[src/rtl/sort_pkg.sv]
// rtl/sort_pkg.sv - shared types for the two-lane sort dispatcher
package sort_pkg;
    localparam int NUM_LANES = 2;

    typedef logic lane_idx_t;

    typedef enum logic [1:0] {
        IDLE,
        FILL,
        FLUSH,
        CLOSE
    } in_state_t;
endpackage

[src/rtl/sort_lane_merge.sv]
// rtl/sort_lane_merge.sv - merges lane outputs in frame order, flags out-of-turn lanes
module sort_lane_merge
    import sort_pkg::*;
#(
    parameter int DATA_WIDTH = 32
) (
    input  logic                            clock,
    input  logic                            reset,
    input  logic [NUM_LANES*DATA_WIDTH-1:0] lane_src_data,
    input  logic [NUM_LANES-1:0]            lane_src_valid,
    input  logic [NUM_LANES-1:0]            lane_src_sop,
    input  logic [NUM_LANES-1:0]            lane_src_eop,
    input  logic [NUM_LANES-1:0]            lane_busy,
    output logic [DATA_WIDTH-1:0]           src_data,
    output logic                            src_valid,
    output logic                            src_sop,
    output logic                            src_eop,
    output logic                            order_err,
    output logic [NUM_LANES-1:0]            busy_clr
);
    lane_idx_t               r_out_sel;
    logic [DATA_WIDTH-1:0]   r_src_data;
    logic                    r_src_valid;
    logic                    r_src_sop;
    logic                    r_src_eop;
    logic                    r_order_err;
    logic                    w_fwd;
    logic                    w_stray;
    logic [DATA_WIDTH-1:0]   w_data;

    // Only a lane that holds a dispatched frame may feed the output, so stale
    // engine output after a reset never reaches src.
    assign w_fwd    = lane_src_valid[r_out_sel] && lane_busy[r_out_sel];
    assign w_stray  = lane_src_valid[!r_out_sel];
    assign w_data   = r_out_sel ? lane_src_data[2*DATA_WIDTH-1:DATA_WIDTH]
                                : lane_src_data[DATA_WIDTH-1:0];
    assign busy_clr = (w_fwd && lane_src_eop[r_out_sel]) ? (r_out_sel ? 2'b10 : 2'b01) : 2'b00;

    always_ff @(posedge clock or posedge reset) begin
        if (reset) begin
            r_out_sel   <= 1'b0;
            r_src_data  <= '0;
            r_src_valid <= 1'b0;
            r_src_sop   <= 1'b0;
            r_src_eop   <= 1'b0;
            r_order_err <= 1'b0;
        end else begin
            r_src_valid <= w_fwd;
            r_src_sop   <= w_fwd && lane_src_sop[r_out_sel];
            r_src_eop   <= w_fwd && lane_src_eop[r_out_sel];
            if (w_fwd) begin
                r_src_data <= w_data;
            end
            if (busy_clr != 2'b00) begin
                r_out_sel <= !r_out_sel;
            end
            r_order_err <= r_order_err | w_stray;
        end
    end

    assign src_data  = r_src_data;
    assign src_valid = r_src_valid;
    assign src_sop   = r_src_sop;
    assign src_eop   = r_src_eop;
    assign order_err = r_order_err;
endmodule

[src/rtl/sort_lane_dispatch.sv]
// rtl/sort_lane_dispatch.sv - round-robin frame dispatch to two sort lanes; SORT_LANE_DISPATCH_STATS_EN adds frame counters
module sort_lane_dispatch
    import sort_pkg::*;
#(
    parameter int DATA_WIDTH = 32,
    parameter int MAX_LENGTH = 32
) (
    input  logic                            clock,
    input  logic                            reset,
    input  logic [DATA_WIDTH-1:0]           snk_data,
    input  logic                            snk_valid,
    input  logic                            snk_sop,
    input  logic                            snk_eop,
    output logic                            snk_ready,
    output logic [DATA_WIDTH-1:0]           lane_snk_data,
    output logic [NUM_LANES-1:0]            lane_snk_valid,
    output logic [NUM_LANES-1:0]            lane_snk_sop,
    output logic [NUM_LANES-1:0]            lane_snk_eop,
    input  logic [NUM_LANES-1:0]            lane_snk_ready,
    input  logic [NUM_LANES*DATA_WIDTH-1:0] lane_src_data,
    input  logic [NUM_LANES-1:0]            lane_src_valid,
    input  logic [NUM_LANES-1:0]            lane_src_sop,
    input  logic [NUM_LANES-1:0]            lane_src_eop,
    output logic [DATA_WIDTH-1:0]           src_data,
    output logic                            src_valid,
    output logic                            src_sop,
    output logic                            src_eop,
    output logic [NUM_LANES-1:0]            lane_busy,
    output logic                            len_err,
    output logic                            order_err
`ifdef SORT_LANE_DISPATCH_STATS_EN
    ,
    output logic [15:0]                     frames_in,
    output logic [15:0]                     frames_out
`endif
);
    localparam int              CW      = $clog2(MAX_LENGTH) + 1;
    localparam logic [CW-1:0]   LEN_MAX = CW'(MAX_LENGTH);

    in_state_t               r_state;
    lane_idx_t               r_in_sel;
    logic [CW-1:0]           r_cnt;
    logic                    r_snk_ready;
    logic [DATA_WIDTH-1:0]   r_lane_data;
    logic [NUM_LANES-1:0]    r_lane_valid;
    logic [NUM_LANES-1:0]    r_lane_sop;
    logic [NUM_LANES-1:0]    r_lane_eop;
    logic [NUM_LANES-1:0]    r_busy;
    logic                    r_len_err;

    logic                    w_take;
    logic                    w_start;
    logic                    w_fwd;
    logic                    w_last;
    logic [CW-1:0]           w_cnt_next;
    logic [NUM_LANES-1:0]    w_sel_mask;
    logic [NUM_LANES-1:0]    w_busy_set;
    logic [NUM_LANES-1:0]    w_busy_clr;
    logic [NUM_LANES-1:0]    w_busy_next;
    logic                    w_ready_same;
    logic                    w_ready_other;

    assign w_take      = snk_valid && r_snk_ready;
    assign w_start     = (r_state == IDLE) && w_take && snk_sop;
    assign w_fwd       = w_start || ((r_state == FILL) && w_take);
    assign w_cnt_next  = (r_state == IDLE) ? CW'(1) : r_cnt + CW'(1);
    assign w_last      = (w_cnt_next == LEN_MAX);
    assign w_sel_mask  = r_in_sel ? 2'b10 : 2'b01;
    assign w_busy_set  = w_start ? w_sel_mask : 2'b00;
    // Clear from the merge side applies before a same-cycle set.
    assign w_busy_next = (r_busy & ~w_busy_clr) | w_busy_set;

    assign w_ready_same  = !w_busy_next[r_in_sel] && lane_snk_ready[r_in_sel];
    assign w_ready_other = !w_busy_next[!r_in_sel] && lane_snk_ready[!r_in_sel];

    always_ff @(posedge clock or posedge reset) begin
        if (reset) begin
            r_state      <= IDLE;
            r_in_sel     <= 1'b0;
            r_cnt        <= '0;
            r_snk_ready  <= 1'b0;
            r_lane_data  <= '0;
            r_lane_valid <= '0;
            r_lane_sop   <= '0;
            r_lane_eop   <= '0;
            r_busy       <= '0;
            r_len_err    <= 1'b0;
        end else begin
            r_busy       <= w_busy_next;
            r_lane_valid <= '0;
            r_lane_sop   <= '0;
            r_lane_eop   <= '0;
            if (w_fwd) begin
                r_lane_data  <= snk_data;
                r_lane_valid <= w_sel_mask;
                r_lane_sop   <= (r_state == IDLE) ? w_sel_mask : 2'b00;
                r_lane_eop   <= (snk_eop || w_last) ? w_sel_mask : 2'b00;
                r_cnt        <= w_cnt_next;
                if (snk_eop) begin
                    r_len_err   <= r_len_err | !w_last;
                    r_state     <= CLOSE;
                    r_snk_ready <= 1'b0;
                end else if (w_last) begin
                    // Overlong frame: lane sees a forced eop, the tail is swallowed.
                    r_len_err   <= 1'b1;
                    r_state     <= FLUSH;
                    r_snk_ready <= 1'b1;
                end else begin
                    r_state     <= FILL;
                    r_snk_ready <= 1'b1;
                end
            end else begin
                case (r_state)
                    IDLE: begin
                        r_snk_ready <= w_ready_same;
                    end
                    FILL: begin
                        r_snk_ready <= 1'b1;
                    end
                    FLUSH: begin
                        if (w_take && snk_eop) begin
                            r_state     <= CLOSE;
                            r_snk_ready <= 1'b0;
                        end
                    end
                    CLOSE: begin
                        r_in_sel    <= !r_in_sel;
                        r_state     <= IDLE;
                        r_snk_ready <= w_ready_other;
                    end
                    default: begin
                        r_state     <= IDLE;
                        r_snk_ready <= 1'b0;
                    end
                endcase
            end
        end
    end

    sort_lane_merge #(
        .DATA_WIDTH (DATA_WIDTH)
    ) u_merge (
        .clock          (clock),
        .reset          (reset),
        .lane_src_data  (lane_src_data),
        .lane_src_valid (lane_src_valid),
        .lane_src_sop   (lane_src_sop),
        .lane_src_eop   (lane_src_eop),
        .lane_busy      (r_busy),
        .src_data       (src_data),
        .src_valid      (src_valid),
        .src_sop        (src_sop),
        .src_eop        (src_eop),
        .order_err      (order_err),
        .busy_clr       (w_busy_clr)
    );

`ifdef SORT_LANE_DISPATCH_STATS_EN
    logic [15:0] r_frames_in;
    logic [15:0] r_frames_out;

    always_ff @(posedge clock or posedge reset) begin
        if (reset) begin
            r_frames_in  <= '0;
            r_frames_out <= '0;
        end else begin
            if (r_state == CLOSE) begin
                r_frames_in <= r_frames_in + 16'd1;
            end
            if (src_valid && src_eop) begin
                r_frames_out <= r_frames_out + 16'd1;
            end
        end
    end

    assign frames_in  = r_frames_in;
    assign frames_out = r_frames_out;
`endif

    assign snk_ready      = r_snk_ready;
    assign lane_snk_data  = r_lane_data;
    assign lane_snk_valid = r_lane_valid;
    assign lane_snk_sop   = r_lane_sop;
    assign lane_snk_eop   = r_lane_eop;
    assign lane_busy      = r_busy;
    assign len_err        = r_len_err;
endmodule
[config.mk]
export PLATFORM = sky130hd
export DESIGN_NAME = sort_lane_dispatch
export DESIGN_NICKNAME = d
export VERILOG_FILES = /design/src/rtl/sort_pkg.sv /design/src/rtl/sort_lane_merge.sv /design/src/rtl/sort_lane_dispatch.sv
export SDC_FILE = /design/constraint.sdc
export NUM_CORES = 1
export LEC_CHECK = 0
export ABC_CLOCK_PERIOD_IN_PS = 5540
export BUFFER_PORTS_ARGS = -buffer_cell sky130_fd_sc_hd__buf_2
export CAP_MARGIN = 20
export CORE_ASPECT_RATIO = 1.1
export CORE_UTILIZATION = 40
export DETAILED_ROUTE_END_ITERATION = 7
export PLACE_DENSITY_LB_ADDON = 0.05
export REMOVE_ABC_BUFFERS = 1
export SLEW_MARGIN = 15
export SYNTH_ARGS = -nofsm -noshare
export SYNTH_HDL_FRONTEND = slang
export SYNTH_SLANG_ARGS = --single-unit
[constraint.sdc]
create_clock -name clock -period 5.54 [get_ports clock]
set_input_delay 0.277 -clock clock [delete_from_list [all_inputs] [get_ports clock]]
set_output_delay 0.277 -clock clock [all_outputs]
set_load 0.01 [all_outputs]
==> results.md, run 1 <==
* Worst Path Max Fanout at 64
* Diode count at 0
* Nets at 680
* Total GRT Usage at 0.191
* Slew @ Worst Pin at 0.767 ns
* Routability Congestion at 0.775
* Initial antenna violation count at 0
* Launch point of the worst reg-to-reg path: u_merge.r_out_sel
* Die Span Y at 104 um
* Status: finished clean
* Crit Path Class: reg2reg
* Max-cap violation count at 0
* Unrepaired setup endpoints after global routing: no
* Unique masters post-synth at 38
* Synth-to-Final Area Change at 33.5%
* Setup Buffers After CTS at 0
* Utilization after layout at 0.561
* EDFF count, synth at 0
* Avg WL per Cell at 13.4 um
* Hold path cells at 3
* Max-slew violation count at 0
* CTS tree: built
* Initial core utilization at 0.420
* CP startpoint: u_merge.r_out_sel
* FFs w/ async S/R, synth at 1.00
* Setup_tns at 0 ns
* Clock skew at 0.0145 ns
* Peak supply drop at 0.106 mV
* Crit end category: flop
* TritonRoute pass-1 iters at 4
* Wirelength, routed at 9260 um
* H-tree levels at 3
* CP Launch Type: flop
* Via density at 4.80
* Syn avg cell area at 9.71 um2
* Ys flop type: dfrtp_1
* Multi-input gate area at 1490 um2
* Fmax at 489 MHz
* Final HPWL DP at 6670 um
* I/O pins at 187
* Reg2reg path depth at 5
* Dpl ws at 3.14 ns
* Initial DRC count at 95
* Crit path DAT at 2.31 ns
* Overall Power at 1.16 mW
* CP peak stage delay at 0.79 ns
* Reg clk slew, reported paths at 0.09 ns
* Critical path required time at 5.81 ns
* Die W at 94.8 um
* Worst hold path class: in2reg
* Core Area at 9010 um2
* Gr ovfl total at 0
* Root buffer cell: clkbuf_8
* Die area at 9860 um2
* Register bit total from synthesis at 88
* Fin. Hold Viols at 0
* Vias in the first global route at 3,213
* # DRC at 0
* First-pass GRT wire length at 14,700 um
* Setup ws final at 3.49 ns
* # setup viols final at 0
* Mapped cell area at 3790 um2
* Sink Count at 88
* Row count at 36
* Hold path start: snk_data[30]
* Vias after detailed routing at 3,306
* Port-buffer cells at 186
* Final Instance Area at 5050 um2
* Post-route ant nets at 0
* Share of layout cells above drive strength 1 at 0.374
* Leak Pwr at 2.85 nW
* Pwr dens at 229 nW/um2
* Placed cell area at 4810 um2
* Syn. warnings at 0
* CTS max path bufs at 2
* Critical path's slowest cell: dfrtp_2
* CTS Buf Count at 9
* Largest net degree at the start of global routing at 65
* Syn Inst Count at 390
* Worst skew pair latency at 0.35 ns
* Final period utilization at 0.369
* Final Critical Period at 2.05 ns
* Critical-path cell list: nand3_1 -> o21ai_4 -> buf_4 -> nor2_1 -> a21oi_1
* Register area share after synthesis at 0.582
* Total area of sequential cells at 2200 um2
* Filler instances at 839
* Rel. slew slack at 0.488
==> placed cells by master (no fill, tap or decap), types with 2 or more instances in the layout <==
| master | synthesis | layout |
|---|---|---|
| buf_4 | 0 | 4 |
| and3_1 | 4 | 4 |
| inv_1 | 3 | 2 |
| a21oi_1 | 33 | 33 |
| o21ai_0 | 5 | 5 |
| nor2_1 | 44 | 44 |
| nor2b_1 | 4 | 4 |
| buf_2 | 4 | 186 |
| mux2i_1 | 34 | 34 |
| nand2_1 | 110 | 110 |
| clkinv_4 | 0 | 3 |
| a22oi_1 | 2 | 2 |
| a31oi_1 | 4 | 4 |
| nand3_1 | 7 | 7 |
| clkbuf_8 | 0 | 10 |
| xnor2_1 | 4 | 4 |
| a21o_1 | 2 | 2 |
| a21boi_1 | 2 | 2 |
| dfrtp_1 | 88 | 87 |
| clkinv_2 | 0 | 2 |
==> synthesized netlist by cell type, drive strengths merged (2+ instances only) <==
| cell type | count | area share |
|---|---|---|
| nor2 | 44 | 0.044 |
| inv | 3 | 0.0030 |
| a21oi | 33 | 0.044 |
| nor3 | 2 | 0.0026 |
| a21o | 2 | 0.0040 |
| nand3 | 7 | 0.0093 |
| or3 | 2 | 0.0046 |
| a31oi | 4 | 0.0066 |
| dfrtp | 88 | 0.58 |
| a22oi | 3 | 0.0096 |
| clkbuf | 14 | 0.014 |
| o21ai | 7 | 0.0093 |
| and3 | 4 | 0.0066 |
| mux2i | 34 | 0.090 |
| a21boi | 3 | 0.0059 |
| buf | 9 | 0.012 |
| xnor2 | 4 | 0.0093 |
| nand2 | 110 | 0.11 |
| nor2b | 4 | 0.0066 |
==> per-layer routing <==
metal | GRT usage | share of wire | vias up | wire length (um)
met5 | 0 | 0 | - | 0
met4 | 0.0812 | 0.019 | 0 | 180
met3 | 0.0446 | 0.084 | 15 | 781
met2 | 0.332 | 0.49 | 123 | 4520
met1 | 0.221 | 0.41 | 1518 | 3780
li1 | - | - | 1650 | -
==> registers in the layout, indices dropped and copies added, names as in the netlist, 2 cells and up <==
signal	cells
lane_snk_data	32
lane_snk_sop	2
u_merge.src_data	32
lane_busy	2
lane_snk_eop	2
r_state	2
r_cnt	6
lane_snk_valid	2
==> final timing paths <==
kind	to	slack [ns]
min in group asynchronous	lane_snk_data[16]	0.46
hold / removal	lane_snk_data[30]	0.10
max in group asynchronous	u_merge.r_out_sel	3.92
hold reg to reg	lane_snk_data[19]	0.47
setup / recovery	u_merge.src_data[12]	3.49
setup reg to reg	u_merge.src_data[12]	3.49
==> report_power, final <==
part / switching [mW] / total [mW] / internal (mW)
Sequential: 0.00000000000000000786 / 0.642 / 0.642
Combinational: 0.0298 / 0.0629 / 0.0331
Clock: 0.231 / 0.453 / 0.222
==> metrics by stage <==
| step | hold WS, ns | instances |
|---|---|---|
| 2_1_floorplan | 0.381 | 367 |
| 3_3_place_gp | 0.306 | 671 |
| 3_5_place_dp | 0.307 | 671 |
| 4_1_cts | 0.0879 | 688 |
| 5_1_grt | 0.0975 | 689 |
| 6_report | 0.105 | 689 |
==> logic make-up (layout without fill, tap and decap cells) <==
group,after synthesis,count (layout),synth area share
xor gates and xnor gates,4,4,0.00925
DFF,88,88,0.582
AOI/OAI and AO/OA,58,58,0.0925
muxes,34,34,0.0899
adders and majority gates,1,1,0.00330
buffers and inverters,26,211,0.0291
and+or+nand+nor,179,179,0.194
==> cell type report <==
class                   instances  area share
well taps                     114      0.0282
clock buffers                  10      0.0272
repair buffers                192       0.198
clock inverters                 6      0.0136
flip-flops and latches         88       0.436
multi-input cells             276       0.295
inverters                       3     0.00248
==> worst max-delay path: cells and delay by family, from the launching register on <==
family | cells | cell delay [ns]
DFF | 1 | 0.79
buffers and inverters | 1 | 0.51
AOI/OAI and AO/OA | 2 | 0.29
and+or+nand+nor | 2 | 0.34
==> timing repair <==
item,CTS,global route
hold endpoints to repair,26,0
hold buffers,1,0
resized for setup,0,0
(Power assumes the default switching activity.)
==> run 2, diff against run 1 <==
Settings changed: ABC_CLOCK_PERIOD_IN_PS 5540 to 1800.
Clock period 5.54 ns to 1.8 ns, I/O delays scaled along.
==> results.md, run 2 (same netlist as run 1, synthesis figures left out) <==
* Commonest non-fill, non-tap cell in the layout: buf_2
* Critical-path cell list: ha_2 -> nand3_2 -> xnor2_2 -> buf_4 -> a22oi_4 -> nor2_1 -> or4_1
* R2R Path End: len_err
* Overall Power at 3.92 mW (+240%)
* First-pass GRT wire length at 15,400 um (+4.7%)
* Reg clk slew, reported paths at 0.09 ns (about the same)
* CP startpoint: r_cnt[1]
* CTS tree: built
* H-tree levels at 3 (unchanged)
* Final period utilization at 0.978 (+0.609)
* Max-slew violation count at 0 (unchanged)
* Largest net degree at the start of global routing at 47 (-28%)
* Die Span Y at 104 um (unchanged)
* Initial antenna violation count at 0 (unchanged)
* Status: finished clean
* I/O pins at 187 (unchanged)
* Crit end category: flop
* Synth-to-Final Area Change at 48.7%
* Fmax at 568 MHz (+16%)
* Nets at 731 (+7.5%)
* Initial core utilization at 0.420 (unchanged)
* Crit Path Class: reg2reg
* Max-cap violation count at 0 (unchanged)
* Core Area at 9010 um2 (unchanged)
* Launch point of the worst reg-to-reg path: r_cnt[1]
* # DRC at 0 (unchanged)
* CTS max path bufs at 2 (unchanged)
* Die area at 9860 um2 (unchanged)
* Placed instance count at 685 (+2.1%)
* Peak supply drop at 0.416 mV (+290%)
* Initial DRC count at 77 (-19%)
* Diode count at 0 (unchanged)
* CP peak stage delay at 0.45 ns (-0.34 ns)
* Vias in the first global route at 3,338 (+3.9%)
* Unrepaired setup endpoints after global routing: yes
* Row count at 36 (unchanged)
* Worst skew pair latency at 0.36 ns (about the same)
* FF-to-FF setup slack at 0.04 ns (-3.45 ns)
* Hold path cells at 3 (unchanged)
* Worst Path Max Fanout at 3 (-95%)
* Rel. slew slack at 0.685 (+0.197)
* Gr ovfl total at 0 (unchanged)
* Total GRT Usage at 0.203 (+0.0122)
* Post-route ant nets at 0 (unchanged)
* CTS Buf Count at 9 (unchanged)
* Via density at 4.76 (-0.86%)
* Crit path DAT at 2.01 ns (-0.30 ns)
* Most frequent cells in the layout: 186 x buf_2, 110 x nand2_1, 87 x dfrtp_1
* Pwr dens at 696 nW/um2 (+200%)
* Fin. Hold Viols at 0 (unchanged)
* Die W at 94.8 um (unchanged)
* Critical Path Sink: len_err
* Slew @ Worst Pin at 0.472 ns (-0.296 ns)
* Vias after detailed routing at 3,520 (+6.5%)
* Clock skew at 0.0118 ns (-0.00271 ns)
* # setup viols final at 0 (unchanged)
* Worst hold path class: in2reg
* Leak Pwr at 3.10 nW (+8.9%)
* Final HPWL DP at 7070 um (+6.0%)
* Final Critical Period at 1.76 ns (-0.286 ns)
* Sink Count at 88 (unchanged)
* Port-buffer cells at 186 (unchanged)
* TritonRoute pass-1 iters at 7 (+3)
* Root buffer cell: clkbuf_8
* Routability Congestion at 0.819 (+5.6%)
* Share of layout cells above drive strength 1 at 0.377 (+0.00308)
* Reg2reg path depth at 7 (+2)
* Critical path required time at 2.05 ns (-3.76 ns)
* Finished Layout Cells at 740 (+7.4%)
* Critical path's slowest cell: or4_1
* CP Launch Type: flop
* Wirelength, routed at 10,100 um (+9.0%)
* Avg WL per Cell at 13.6 um (+1.5%)
==> run 2: worst min path at each step <==
| stage | startpoint | to | slack [ns] |
|---|---|---|---|
| 6_report | lane_src_data[15] | u_merge.src_data[15] | 0.02 |
| 3_5_place_dp | reset | lane_snk_data[22] | 0.13 |
| 4_1_cts | lane_src_data[15] | u_merge.src_data[15] | 0.005 |
| 2_1_floorplan | lane_src_eop[1] | u_merge.r_out_sel | 0.19 |
| 3_3_place_gp | reset | lane_snk_data[15] | 0.12 |
| 5_1_grt | lane_src_data[15] | u_merge.src_data[15] | 0.02 |
==> run 2: stage by stage <==
stage / setup WS [ns] / cell area, um2 / setup TNS (ns) / hold WS [ns] / util
after floorplan: -2.06 / 3690 / -160.27 / 0.194 / -
after global placement: 0.0169 / 4950 / 0 / 0.115 / 0.550
after detailed placement: -0.0273 / 4950 / -0.0273 / 0.131 / 0.550
after CTS: 0.0158 / 5600 / 0 / 0.00515 / 0.622
after global routing: -0.0294 / 5630 / -0.0294 / 0.0238 / 0.625
final: 0.0394 / 5630 / 0 / 0.0153 / 0.625
==> run 2: power breakdown <==
| group | internal, mW | switching, mW | leakage, nW |
|---|---|---|---|
| clock network | 0.995 | 0.683 | 0.126 |
| logic | 0.159 | 0.108 | 1.76 |
| registers | 1.97 | 0.0000000000000000213 | 1.22 |
==> run 2: layout make-up <==
cell class / instances / area [um2]
tap: 114 / 143
inverter: 3 / 12.5
fill: 772 / 3380
clock buffer: 11 / 151
multi-input combinational: 276 / 1530
sequential: 88 / 2200
clock inverter: 5 / 103
timing repair buffer: 243 / 1490
==> run 2: critical path, delay by kind of cell, from the launching register on <==
family | cells | cell delay [ns]
AOI/OAI and AO/OA | 1 | 0.20
adders and majority gates | 1 | 0.19
xor gates and xnor gates | 1 | 0.15
and+or+nand+nor | 3 | 0.60
DFF | 1 | 0.36
buffers and inverters | 1 | 0.14
==> run 2: per-layer routing <==
layer,global-route usage,vias up,part of all wire
li1,-,1753,-
met1,0.232,1608,0.41
met2,0.356,141,0.50
met3,0.0468,18,0.069
met4,0.0898,0,0.023
met5,0,-,0
==> run 2: timing repair <==
item,CTS,global route
gates resized for setup,3,4
gates cloned,0,0
setup buffers,0,1
endpoints found under the setup margin,1,2
hold buffers,38,0
pin swaps,0,6
endpoints found under the hold margin,60,0
